<file path="src/rtl/alu_pkg.sv">
// Shared definitions for the ALU slice.
//   DEFAULT_WIDTH : default operand width of the ALU datapath.
//   divState_t    : state encoding of the sequential divider FSM.
package alu_pkg;

  localparam int DEFAULT_WIDTH = 4;

  typedef enum logic [1:0] {
    IDLE = 2'd0,
    RUN  = 2'd1,
    DONE = 2'd2
  } divState_t;

endpackage

</file>
<file path="src/rtl/div_step.sv">
// One combinational restoring-division iteration.
// Ports:
//   acc     in  partial remainder (WIDTH+1 bits)
//   qMsb    in  dividend/quotient bit shifted into the accumulator
//   d       in  divisor
//   accNext out partial remainder after the trial subtraction
//   qBit    out quotient bit produced by this iteration
module div_step #(
  parameter int WIDTH = 4
) (
  input  logic [WIDTH:0]   acc,
  input  logic             qMsb,
  input  logic [WIDTH-1:0] d,
  output logic [WIDTH:0]   accNext,
  output logic             qBit
);

  logic [WIDTH:0] accShift;
  logic [WIDTH:0] trial;
  logic           unusedAccMsb;

  // The accumulator top bit always restores to 0, so it is shifted out.
  assign unusedAccMsb = acc[WIDTH];

  assign accShift = {acc[WIDTH-1:0], qMsb};
  assign trial    = accShift - {1'b0, d};

  // Trial sign clear means the divisor fit: keep the difference.
  assign qBit    = ~trial[WIDTH];
  assign accNext = qBit ? trial : accShift;

endmodule

</file>
<file path="src/rtl/seq_divider.sv">
// Multi-cycle unsigned restoring divider, one iteration per clock.
// Ports:
//   clk, rst     clock and asynchronous active-high reset
//   start        request, sampled only in IDLE
//   dividend     numerator, captured on the accepting edge
//   divisor      denominator, captured on the accepting edge
//   busy         high while iterating
//   done         one-cycle pulse when results are valid
//   quotient     registered quotient (all ones on divide-by-zero)
//   remainder    registered remainder (dividend on divide-by-zero)
//   div_by_zero  set with done when the captured divisor was 0
module seq_divider
  import alu_pkg::*;
#(
  parameter int WIDTH = DEFAULT_WIDTH
) (
  input  logic             clk,
  input  logic             rst,
  input  logic             start,
  input  logic [WIDTH-1:0] dividend,
  input  logic [WIDTH-1:0] divisor,
  output logic             busy,
  output logic             done,
  output logic [WIDTH-1:0] quotient,
  output logic [WIDTH-1:0] remainder,
  output logic             div_by_zero
);

  localparam int CW = (WIDTH > 1) ? $clog2(WIDTH) : 1;
  localparam logic [CW-1:0] LAST_CNT = CW'(WIDTH - 1);

  divState_t        state;
  logic [WIDTH:0]   acc;
  logic [WIDTH-1:0] q;
  logic [WIDTH-1:0] d;
  logic [CW-1:0]    count;

  logic [WIDTH:0]   accNext;
  logic             qBit;

  div_step #(.WIDTH(WIDTH)) uStep (
    .acc     (acc),
    .qMsb    (q[WIDTH-1]),
    .d       (d),
    .accNext (accNext),
    .qBit    (qBit)
  );

  always_ff @(posedge clk or posedge rst) begin
    if (rst) begin
      state       <= IDLE;
      busy        <= 1'b0;
      done        <= 1'b0;
      quotient    <= '0;
      remainder   <= '0;
      div_by_zero <= 1'b0;
      acc         <= '0;
      q           <= '0;
      d           <= '0;
      count       <= '0;
    end else begin
      case (state)
        IDLE: begin
          done <= 1'b0;
          if (start) begin
            if (divisor == '0) begin
              // Short-circuit: report straight away without iterating.
              quotient    <= '1;
              remainder   <= dividend;
              div_by_zero <= 1'b1;
              done        <= 1'b1;
              state       <= DONE;
            end else begin
              acc   <= '0;
              q     <= dividend;
              d     <= divisor;
              count <= '0;
              busy  <= 1'b1;
              state <= RUN;
            end
          end
        end
        RUN: begin
          acc   <= accNext;
          q     <= {q[WIDTH-2:0], qBit};
          count <= count + CW'(1);
          if (count == LAST_CNT) begin
            quotient    <= {q[WIDTH-2:0], qBit};
            remainder   <= accNext[WIDTH-1:0];
            div_by_zero <= 1'b0;
            busy        <= 1'b0;
            done        <= 1'b1;
            state       <= DONE;
          end
        end
        DONE: begin
          done  <= 1'b0;
          state <= IDLE;
        end
        default: begin
          busy  <= 1'b0;
          done  <= 1'b0;
          state <= IDLE;
        end
      endcase
    end
  end

endmodule
</file>
<file path="config.mk">
export PLATFORM = sky130hd
export DESIGN_NAME = seq_divider
export DESIGN_NICKNAME = d
export VERILOG_FILES = /design/src/rtl/alu_pkg.sv /design/src/rtl/div_step.sv /design/src/rtl/seq_divider.sv
export SDC_FILE = /design/constraint.sdc
export NUM_CORES = 1
export LEC_CHECK = 0
export CAP_MARGIN = 20
export CELL_PAD_IN_SITES_DETAIL_PLACEMENT = 0
export CELL_PAD_IN_SITES_GLOBAL_PLACEMENT = 1
export CORE_MARGIN = 2
export CORE_UTILIZATION = 40
export DETAILED_ROUTE_END_ITERATION = 10
export PLACE_DENSITY_LB_ADDON = 0.1
export SYNTH_ARGS = -nofsm -noshare
export SYNTH_HDL_FRONTEND = slang
export SYNTH_SLANG_ARGS = --single-unit
</file>
<file path="constraint.sdc">
create_clock -name clk -period 2.7 [get_ports clk]
set_input_delay 0.27 -clock clk [delete_from_list [all_inputs] [get_ports clk]]
set_output_delay 0.27 -clock clk [all_outputs]
set_load 0.02 [all_outputs]
</file>
Yosys cells after proc, flatten, opt, wreduce, memory -nomap -nowiden. Index checks and enable logic that the tools add are counted.

Register bits: 27. Input port bits: 11. Output and inout bits: 11. Logic and storage cells: 63.

Add/subtract/negate cells: 2. Eq/ne operators: 7. Multiplexer cells: 33. Bitwise gates (word level): 3. Reductions and logical operators: 8.

Operators by type and width (number): 4-bit 2-to-1 mux (11); 4-bit case mux with 2 select lines (4); 2-bit 2-to-1 mux (5); 1-bit 2-to-1 mux (8); 2-bit != test (second input constant) (4); 2-bit case mux with 2 select lines (2); 4-bit AND reduction (2); 3-bit AND reduction (2); 5-bit by 4-bit subtractor with 5-bit output (1); 2-bit equality test (second input constant) (2); 4-bit zero test (1); 1-bit case mux with 2 select lines (2); 1-bit inverter (3); 1-bit case mux with 3 select lines (1); 2-bit by 1-bit adder with 2-bit output (second input constant) (1); 2-bit by 1-bit equality test with 1-bit output (second input constant) (1); 2-bit zero test (1); 2-bit AND reduction (1); 2-bit nonzero test (1).

Depth between registers and ports, before layout. Gate-level depths: netlist of run 1.

Depth in word-level cells: 4. Depth in mapped cells: 8. Depth with buffers taken out: 8.

Hierarchy. Synthesis of run 1 repeated with hierarchy kept, for this count alone.

Cells, all modules: 115. Area total of the unflattened synthesis: 1425.1 um^2.

By module, submodules not included: seq_divider (times used 1, cells an instance 87, area an instance 1194.9 um^2, sequential area each 700.7 um^2); div_step (times used 1, cells an instance 28, area an instance 230.2 um^2, sequential area each 0.0 um^2).

Least setup slack after synthesis of run 1. OpenSTA, ideal clock, no wires.

Path kind: register -> register. Start point: register q[3]. End point: register remainder[2]. Setup time: 134 ps. Arrival time: 1931 ps. Required time: 2566 ps. Path slack: 635 ps. Cell stages (with the launch flop): 9. Buffers on the path: 0. Clock period less this slack: 2065 ps. Cell sequence: dfrtp_1 > inv_1 > ha_1 > fa_1 > nand2b_1 > a21oi_2 > nor2_1 > a2111oi_0 > a21oi_1.

Longest elaborated chain between the ends: 4.

Ends and longest elaborated chain: start: declaration (RTL line seq_divider.sv:34) `logic [WIDTH-1:0] q;`; start signal: assignment (RTL line seq_divider.sv:75) `q <= dividend;`; start signal: assignment (RTL line seq_divider.sv:85) `q <= {q[WIDTH-2:0], qBit};`; 5-bit by 4-bit subtractor with 5-bit output (RTL line div_step.sv:26) `assign trial = accShift - {1'b0, d};`; 4-bit 2-to-1 mux (RTL line div_step.sv:30) `assign accNext = qBit ? trial : accShift;`; 4-bit 2-to-1 mux (RTL line seq_divider.sv:87) `if (count == LAST_CNT) begin`; 4-bit case mux with 2 select lines (RTL line seq_divider.sv:62) `case (state)`; end signal: assignment (RTL line seq_divider.sv:69) `remainder <= dividend;`; end signal: assignment (RTL line seq_divider.sv:89) `remainder <= accNext[WIDTH-1:0];`; end: declaration (RTL line seq_divider.sv:25) `output logic [WIDTH-1:0] remainder,`.

Every way passes these cells. The select of a mux whose other input is x is not followed. A chain may end at the register's enable or synchronous reset.

Worst setup path after layout of run 1.
Start point: register q[3]. End point: register remainder[0].

Longest elaborated chain between the ends: 4.

Ends and longest elaborated chain (RTL line): 5-bit by 4-bit subtractor with 5-bit output (div_step.sv:26); 4-bit 2-to-1 mux (*) (div_step.sv:30); 4-bit 2-to-1 mux (*) (seq_divider.sv:87); 4-bit case mux with 2 select lines (*) (seq_divider.sv:62).

Every way passes the cells marked *; elsewhere a longest branch is shown, timed or not. The select of a mux whose other input is x is not followed.

==> results of run 1 <==
-- Yosys cell counts --
library cell                instances  area (sq um)
sky130_fd_sc_hd__dfrtp_1           27           676
sky130_fd_sc_hd__nor2_1            19          71.3
sky130_fd_sc_hd__nand2_1           12          45.0
sky130_fd_sc_hd__a21oi_1           11          55.1
sky130_fd_sc_hd__o21ai_0            9          45.0
sky130_fd_sc_hd__inv_1              7          26.3
sky130_fd_sc_hd__ha_1               5          62.6
sky130_fd_sc_hd__mux2i_1            5          50.1
sky130_fd_sc_hd__nand2b_1           5          31.3
sky130_fd_sc_hd__nand3_1            5          25.0
sky130_fd_sc_hd__a21oi_2            3          26.3
sky130_fd_sc_hd__a41oi_1            2          17.5
sky130_fd_sc_hd__and3_1             2          12.5
sky130_fd_sc_hd__clkbuf_1           2          7.51
sky130_fd_sc_hd__nand3b_1           2          15.0
sky130_fd_sc_hd__nor2b_1            2          12.5
sky130_fd_sc_hd__or3_1              2          12.5
sky130_fd_sc_hd__xor2_1             2          17.5
sky130_fd_sc_hd__a2111o_1           1          11.3
sky130_fd_sc_hd__a2111oi_0          1          8.76
sky130_fd_sc_hd__a211o_1            1          8.76
sky130_fd_sc_hd__a211oi_1           1          7.51
sky130_fd_sc_hd__a21boi_0           1          7.51
sky130_fd_sc_hd__a31o_2             1          8.76
sky130_fd_sc_hd__a31oi_1            1          6.26
sky130_fd_sc_hd__and2_1             1          6.26
sky130_fd_sc_hd__buf_1              1          3.75
sky130_fd_sc_hd__buf_2              1          5.00
sky130_fd_sc_hd__buf_4              1          7.51
sky130_fd_sc_hd__buf_6              1          11.3
sky130_fd_sc_hd__fa_1               1          20.0
sky130_fd_sc_hd__mux2_2             1          11.3
sky130_fd_sc_hd__nor3_1             1          5.00
sky130_fd_sc_hd__nor4_1             1          6.26
sky130_fd_sc_hd__nor4b_1            1          8.76
sky130_fd_sc_hd__o22ai_1            1          6.26
sky130_fd_sc_hd__o31ai_1            1          7.51
sky130_fd_sc_hd__o32ai_4            1          27.5
sky130_fd_sc_hd__or4_4              1          11.3
sky130_fd_sc_hd__xnor2_1            1          8.76
-- state kept, by name, summed over array words and instances, names as in the netlist --
| signal | count |
|---|---|
| acc | 4 |
| d | 4 |
| state | 2 |
| done | 1 |
| count | 2 |
| q | 4 |
| remainder | 4 |
| busy | 1 |
| div_by_zero | 1 |
| quotient | 4 |
-- layer usage --
layer / vias to the layer above / wire length [microns] / global-route usage (%)
li1: 552 / - / -
met1: 531 / 1460 / 22.8
met2: 26 / 1390 / 27.2
met3: 2 / 147 / 3.21
met4: 0 / 15 / 4.89
met5: - / 0 / 0
-- worst register-to-register path, stage by stage (launching register included) --
cell                       delay [ns]
sky130_fd_sc_hd__dfrtp_1         0.40
sky130_fd_sc_hd__inv_1           0.06
sky130_fd_sc_hd__ha_1            0.20
sky130_fd_sc_hd__fa_1            0.40
sky130_fd_sc_hd__nand2b_1        0.17
sky130_fd_sc_hd__a21oi_2         0.37
sky130_fd_sc_hd__a21boi_0        0.36
sky130_fd_sc_hd__a211oi_1        0.13
sky130_fd_sc_hd__a21oi_2         0.16
-- layout make-up --
cell class	instances	area, sq um
timing repair buffer	26	248
inverter	7	26.3
tap	46	57.6
multi-input combinational	104	677
clock buffer	3	22.5
clock inverter	1	5.00
sequential	27	676
fill	352	1650
-- final timing paths --
path / to / slack (ns) / cells past startpoint
max: remainder[0] / 0.40 / 8
min: quotient[0] / 0.28 / 3
max reg2reg: remainder[0] / 0.40 / 8
min reg2reg: count[0] / 0.52 / 1
max in group asynchronous: acc[3] / 2.16 / 3
min in group clk: d[2] / 0.51 / 3
-- logic make-up (layout without fill, tap and decap cells) --
family          Yosys count  in the layout  synth area share [%]
compound gates           35             35                  17.3
xor+xnor                  3              3                  1.86
fa+ha+maj                 6              6                  5.84
buf+inv                  13             37                  4.34
flops                    27             27                  47.8
mux                       6              6                  4.34
simple gates             54             54                  18.6
-- per-stage QoR --
| step | std cells | cell area [sq um] | util (%) | hold slack [ns] | power (mW) |
|---|---|---|---|---|---|
| CTS | 214 | 1710 | 50.9 | 0.289 | 2.23 |
| global placement | 210 | 1680 | 50.1 | 0.487 | 2.02 |
| floorplan | 144 | 1410 | - | 0.323 | 1.65 |
| global route | 214 | 1710 | 50.9 | 0.317 | 2.45 |
| finish | 214 | 1710 | 50.9 | 0.280 | 2.22 |
| detailed placement | 210 | 1680 | 50.1 | 0.495 | 2.04 |
-- power breakdown --
part | total, mW | internal (mW) | switching (mW)
logic | 1.30 | 0.568 | 0.727
registers | 0.740 | 0.596 | 0.144
clock network | 0.183 | 0.0557 | 0.127
total | 2.22 | 1.22 | 0.998
==> summary.log, run 1 <==
INFO  route          post-route-drc-count=0
INFO  global_routing grt_first_pass_wirelength=5350microns
INFO  die            io-pin-count=22
INFO  cells_and_area area_growth=21.1%
INFO  placed_design  dp_worst_setup_slack=0.417ns
INFO  synthesis      postSynthCellCount=144
INFO  die            initial_utilization=42.0%
INFO  hold_path      worst_min_path_class=primary input to async pin
INFO  placed_design  gpl.final_weighted_congestion=0.715
INFO  placed_design  place.port_buffers=21
INFO  timing         tns=0ns
INFO  die            floorplan.core_area=3360squm
INFO  clocking       worst_skew_pair.late_latency=0.33ns
INFO  clocking       cts-hold-fix-buffers=0
INFO  synthesis      syn_nets=161
INFO  cells_and_area proportion_of_layout_cells_with_a_drive_suffix_above_1=9.52%
INFO  route          via_count=1111
INFO  worst_setup_path critical_path_class=flip-flop to flip-flop
INFO  clocking       clock_path_buffers=2
INFO  worst_setup_path critical-path-max-stage-delay=0.40ns
INFO  global_routing grt_pass1_vias=1170
INFO  worst_setup_path buf_inv_stages_crit_path=1
INFO  timing         timing.final.crit_share=85.1%
INFO  route          drt-pass1-iter-count=4
INFO  worst_setup_path most_frequent_cell_on_the_critical_path=sky130_fd_sc_hd__a21oi_2
INFO  clocking       cts-root-buf=sky130_fd_sc_hd__clkbuf_4
INFO  synthesis      yosysSeqAreaShare=47.8%
INFO  die            num_rows=21
INFO  cells_and_area final_cell_mix=sky130_fd_sc_hd__dfrtp_1, sky130_fd_sc_hd__clkdlybuf4s50_1, sky130_fd_sc_hd__nor2_1
INFO  clocking       cts_made_buffers=3
INFO  clocking       cts_h_tree_depth=1
INFO  clocking       clkSinkCount=27
INFO  worst_setup_path worstPathCellList=inv_1, ha_1, fa_1, nand2b_1, a21oi_2, a21boi_0, a211oi_1, a21oi_2
INFO  route          drt-vias-per-instance=5.19
INFO  timing         maxClockFrequency=435MHz
INFO  timing         final_hold_viol_count=0
INFO  die            die_height=63.5microns
INFO  global_routing remaining_global_route_overflow=0
INFO  power_and_ir_drop power.leakage=0.742nW
INFO  timing         fin_skew=0.00596ns
INFO  synthesis      postSynthRegisterBits=27
INFO  timing         slew_headroom=66.5%
INFO  timing         setup_viol=0
INFO  clocking       cts_setup_buffers=0
INFO  timing         timing.final.ws_setup=0.402ns
INFO  cells_and_area design.final.nets=186
INFO  worst_setup_path cp_max_fo=9
INFO  route          drt-wirelength-per-cell=14.1microns
INFO  clocking       cts_resized=0
INFO  worst_setup_path crit_required=2.98ns
INFO  synthesis      netlist-cell-type-count=40
INFO  route          detailedRoute.firstIterationViolations=46
INFO  cells_and_area mostFrequentLayoutCell=sky130_fd_sc_hd__dfrtp_1
INFO  synthesis      syn-mean-instance-area=9.82squm
INFO  clocking       path_clk_slew=0.16ns
INFO  timing         worst-slew-pin-transition=0.502ns
INFO  worst_setup_path critPathLaunch=q[3]
INFO  route          ant_nets=0
INFO  cells_and_area antenna_diode_instance_count=0
INFO  global_routing tot_gr_track_use=16.8%
INFO  worst_setup_path critical_register_to_register_path_startpoint=q[3]
INFO  timing         grt_setup_unrepaired=no
INFO  worst_setup_path critical_path.top_delay_family=compound AO/OA/AOI/OAI gates
INFO  worst_setup_path critical-path-slowest-cell=sky130_fd_sc_hd__dfrtp_1
INFO  synthesis      netlist_area=1410squm
INFO  outcome        status=finished clean
INFO  global_routing grt_antenna_before_repair=0
INFO  global_routing grt_start_max_net_pins=28
INFO  timing         final_max_slew_violation_count=0
INFO  worst_setup_path crit_arrival=2.58ns
INFO  route          wirelength=3020microns
INFO  placed_design  place.detailed.hpwl=2160microns
INFO  power_and_ir_drop power.density=1300nW/um^2
INFO  timing         timing.final.crit_period=2.30ns
INFO  die            dieWidth=63.5microns
INFO  die            die_area=4030squm
INFO  worst_setup_path critical_path.endpoint_type=flip-flop
INFO  power_and_ir_drop ir_drop=0.000445V
INFO  synthesis      synth-warning-count=0
INFO  flow_run       cap_viol_max_count=0
INFO  worst_setup_path critPathLaunchType=flip-flop
INFO  clocking       tritoncts=built
(Power assumes the default switching activity.)
==> inputs of run 2 (changes only) <==
--- a/config.mk
+++ b/config.mk
@@ -5,11 +5,12 @@
 export SDC_FILE = /design/constraint.sdc
 export NUM_CORES = 1
 export LEC_CHECK = 0
+export ABC_AREA = 1
 export CAP_MARGIN = 20
 export CELL_PAD_IN_SITES_DETAIL_PLACEMENT = 0
 export CELL_PAD_IN_SITES_GLOBAL_PLACEMENT = 1
 export CORE_MARGIN = 2
-export CORE_UTILIZATION = 40
+export CORE_UTILIZATION = 39
 export DETAILED_ROUTE_END_ITERATION = 10
 export PLACE_DENSITY_LB_ADDON = 0.1
 export SYNTH_ARGS = -nofsm -noshare
==> run 2 against run 1 <==
Core utilization down 1.2 points; cell area shrank 1.6%; via count increased by 2.5%; critical path type unchanged; register-to-register slack gained 0.42 ns; die area up 1.8%; clock power about the same; total power down 9.7%; cell count increased by 13%; non-clock buffer count decreased by 4.
==> summary.log, run 2 <==
INFO  placed_design  place.port_buffers=21
INFO  die            initial_utilization=41.5%
INFO  timing         fin_skew=0.0147ns
INFO  timing         worst-slew-pin-transition=0.356ns
INFO  placed_design  placed_cell_area=1650squm
INFO  cells_and_area mostFrequentLayoutCell=sky130_fd_sc_hd__nand2_1
INFO  clocking       cts_h_tree_depth=1
INFO  synthesis      synth-warning-count=0
INFO  clocking       cts-hold-fix-buffers=0
INFO  timing         timing.final.crit_share=69.4%
INFO  global_routing grt_start_max_net_pins=28
INFO  worst_setup_path critical_path_class=flip-flop to flip-flop
INFO  clocking       cts_setup_buffers=0
INFO  worst_setup_path critPathLaunchType=flip-flop
INFO  timing         maxClockFrequency=533MHz
INFO  synthesis      syn-mean-instance-area=8.12squm
INFO  synthesis      netlist-cell-type-count=23
INFO  placed_design  place.detailed.hpwl=2160microns
INFO  route          ant_nets=0
INFO  synthesis      synthDominantAreaCellType=sky130_fd_sc_hd__dfrtp_1
INFO  clocking       cts_made_buffers=3
INFO  clocking       clock_path_buffers=2
INFO  worst_setup_path cp_max_fo=5
INFO  die            dieWidth=64.0microns
INFO  placed_design  numPlacedInstances=237
INFO  synthesis      post_synth_edffs=0
INFO  cells_and_area antenna_diode_instance_count=0
INFO  route          via_count=1139
INFO  cells_and_area final_cell_mix=sky130_fd_sc_hd__nand2_1, sky130_fd_sc_hd__inv_1, sky130_fd_sc_hd__dfrtp_1
INFO  cells_and_area instances_no_fill=241
INFO  worst_setup_path crit_required=2.99ns
INFO  clocking       tritoncts=built
INFO  synthesis      fraction_of_synthesized_cell_area_taken_by_the_top_area_cell_type=48.1%
INFO  global_routing tot_gr_track_use=15.2%
INFO  timing         whs=0.269ns
INFO  synthesis      netlist_top_cells_area=sky130_fd_sc_hd__dfrtp_1, sky130_fd_sc_hd__nand3_1, sky130_fd_sc_hd__nand2_1
INFO  route          drt-vias-per-instance=4.73
INFO  timing         slew_headroom=76.2%
INFO  synthesis      postSynthRegisterBits=27
INFO  route          drt-wirelength-per-cell=11.7microns
INFO  clocking       worst_skew_pair.late_latency=0.34ns
INFO  timing         setup_viol=0
INFO  timing         grt_setup_unrepaired=no
INFO  global_routing remaining_global_route_overflow=0
INFO  route          drt-pass1-iter-count=4
INFO  timing         final_max_slew_violation_count=0
INFO  clocking       cts-root-buf=sky130_fd_sc_hd__clkbuf_4
INFO  cells_and_area final_design_area_no_fill=1680squm
INFO  outcome        status=finished clean
INFO  die            floorplan.core_area=3390squm
INFO  route          post-route-drc-count=0
INFO  clocking       cts_resized=0
INFO  synthesis      yosysSeqAreaShare=48.1%
INFO  clocking       clkSinkCount=27
INFO  die            io-pin-count=22
INFO  cells_and_area proportion_of_layout_cells_with_a_drive_suffix_above_1=5.64%
INFO  flow_run       cap_viol_max_count=0
INFO  synthesis      syn_nets=190
INFO  synthesis      ys_top_cells_by_count=sky130_fd_sc_hd__nand2_1, sky130_fd_sc_hd__inv_1, sky130_fd_sc_hd__dfrtp_1
INFO  placed_design  gpl.final_weighted_congestion=0.855
INFO  worst_setup_path crit_arrival=2.17ns
INFO  hold_path      worst_min_path_class=primary input to async pin
INFO  cells_and_area design.final.nets=213
INFO  die            num_rows=21
INFO  worst_setup_path critical_path.endpoint_type=flip-flop
INFO  route          wirelength=2830microns
INFO  route          detailedRoute.firstIterationViolations=57
INFO  synthesis      synth_top_flop_cell=sky130_fd_sc_hd__dfrtp_1
INFO  timing         final_hold_viol_count=0
INFO  synthesis      netlist_area=1410squm
INFO  cells_and_area area_growth=19.9%
INFO  synthesis      yosys.cell_count.top_type=sky130_fd_sc_hd__nand2_1
INFO  timing         timing.final.crit_period=1.87ns
INFO  die            die_area=4100squm
INFO  global_routing grt_pass1_vias=1090
INFO  die            die_height=64.0microns
INFO  global_routing grt_antenna_before_repair=0
INFO  power_and_ir_drop power.density=1190nW/um^2
INFO  power_and_ir_drop ir_drop=0.000478V
INFO  synthesis      ys_async_sr_fraction=100%
INFO  clocking       path_clk_slew=0.16ns
INFO  global_routing grt_first_pass_wirelength=4860microns
INFO  synthesis      postSynthCellCount=173
INFO  timing         tns=0ns
INFO  power_and_ir_drop power.leakage=0.850nW
run 2: cell count changes after synthesis, moves of 3 or more:
cell,before,now
sky130_fd_sc_hd__inv_1,7,29
sky130_fd_sc_hd__nand2_1,12,31
sky130_fd_sc_hd__nand3_1,5,24
sky130_fd_sc_hd__mux2i_1,5,0
sky130_fd_sc_hd__nand2b_1,5,0
sky130_fd_sc_hd__a21oi_1,11,7
sky130_fd_sc_hd__a21oi_2,3,0
sky130_fd_sc_hd__or2_1,0,3
run 2: through the flow:
| step | worst slack, ns | total power [mW] | util, % |
|---|---|---|---|
| after floorplan | 1.05 | 1.53 | - |
| after global placement | 0.856 | 1.82 | 48.8 |
| after detailed placement | 0.845 | 1.84 | 48.8 |
| after CTS | 0.810 | 2.03 | 49.7 |
| after global routing | 0.647 | 2.21 | 49.7 |
| final | 0.825 | 2.00 | 49.7 |
run 2: logic make-up after synthesis:
logic type                 Yosys count  synth area share (%)
xor gates and xnor gates             1                 0.623
AOI/OAI and AO/OA                   24                  9.62
DFF                                 27                  48.1
buffers and inverters               35                  10.2
and+or+nand+nor                     80                  25.6
adders and majority gates            6                  5.88
run 2: worst paths after layout:
| kind | from | endpoint | slack, ns | depth (start not counted) |
|---|---|---|---|---|
| setup / recovery | q[3] | remainder[1] | 0.83 | 12 |
| hold / removal | rst | q[0] | 0.27 | 3 |
| setup reg to reg | q[3] | remainder[1] | 0.83 | 12 |
| hold reg to reg | count[0] | count[0] | 0.49 | 1 |
| max in group asynchronous | rst | count[1] | 2.16 | 3 |
| min in group clk | count[0] | count[0] | 0.49 | 1 |
run 2: power by group:
group | total (mW) | internal, mW | switching (mW)
registers | 0.682 | 0.581 | 0.101
clock network | 0.183 | 0.0568 | 0.126
logic | 1.14 | 0.445 | 0.691
run 2: layer usage:
layer | part of all wire [%] | global-route usage [%] | wire [microns]
met2 | 48 | 24.0 | 1350
met5 | 0 | 0 | 0
met3 | 2.6 | 2.11 | 73
met4 | 1.4 | 4.89 | 40
met1 | 48 | 21.5 | 1360
run 2: final cells by class:
cell class,instances,area (sq um)
fill,324,1710
clock inverter,1,7.51
tap,46,57.6
timing repair buffer,22,218
inverter,31,116
sequential,27,676
multi-input combinational,111,587
clock buffer,3,22.5
run 2: worst max-delay path, stage by stage (launching register included):
cell and delay [ns]:
sky130_fd_sc_hd__dfrtp_1 0.38, sky130_fd_sc_hd__inv_1 0.06, sky130_fd_sc_hd__ha_1 0.20, sky130_fd_sc_hd__fa_1 0.42
sky130_fd_sc_hd__inv_1 0.09, sky130_fd_sc_hd__nand2_1 0.05, sky130_fd_sc_hd__nand2_1 0.07, sky130_fd_sc_hd__nand3_1 0.07
sky130_fd_sc_hd__nand2_1 0.15, sky130_fd_sc_hd__nand3_1 0.12, sky130_fd_sc_hd__nand3_1 0.12, sky130_fd_sc_hd__nand2_1 0.06
sky130_fd_sc_hd__inv_1 0.05
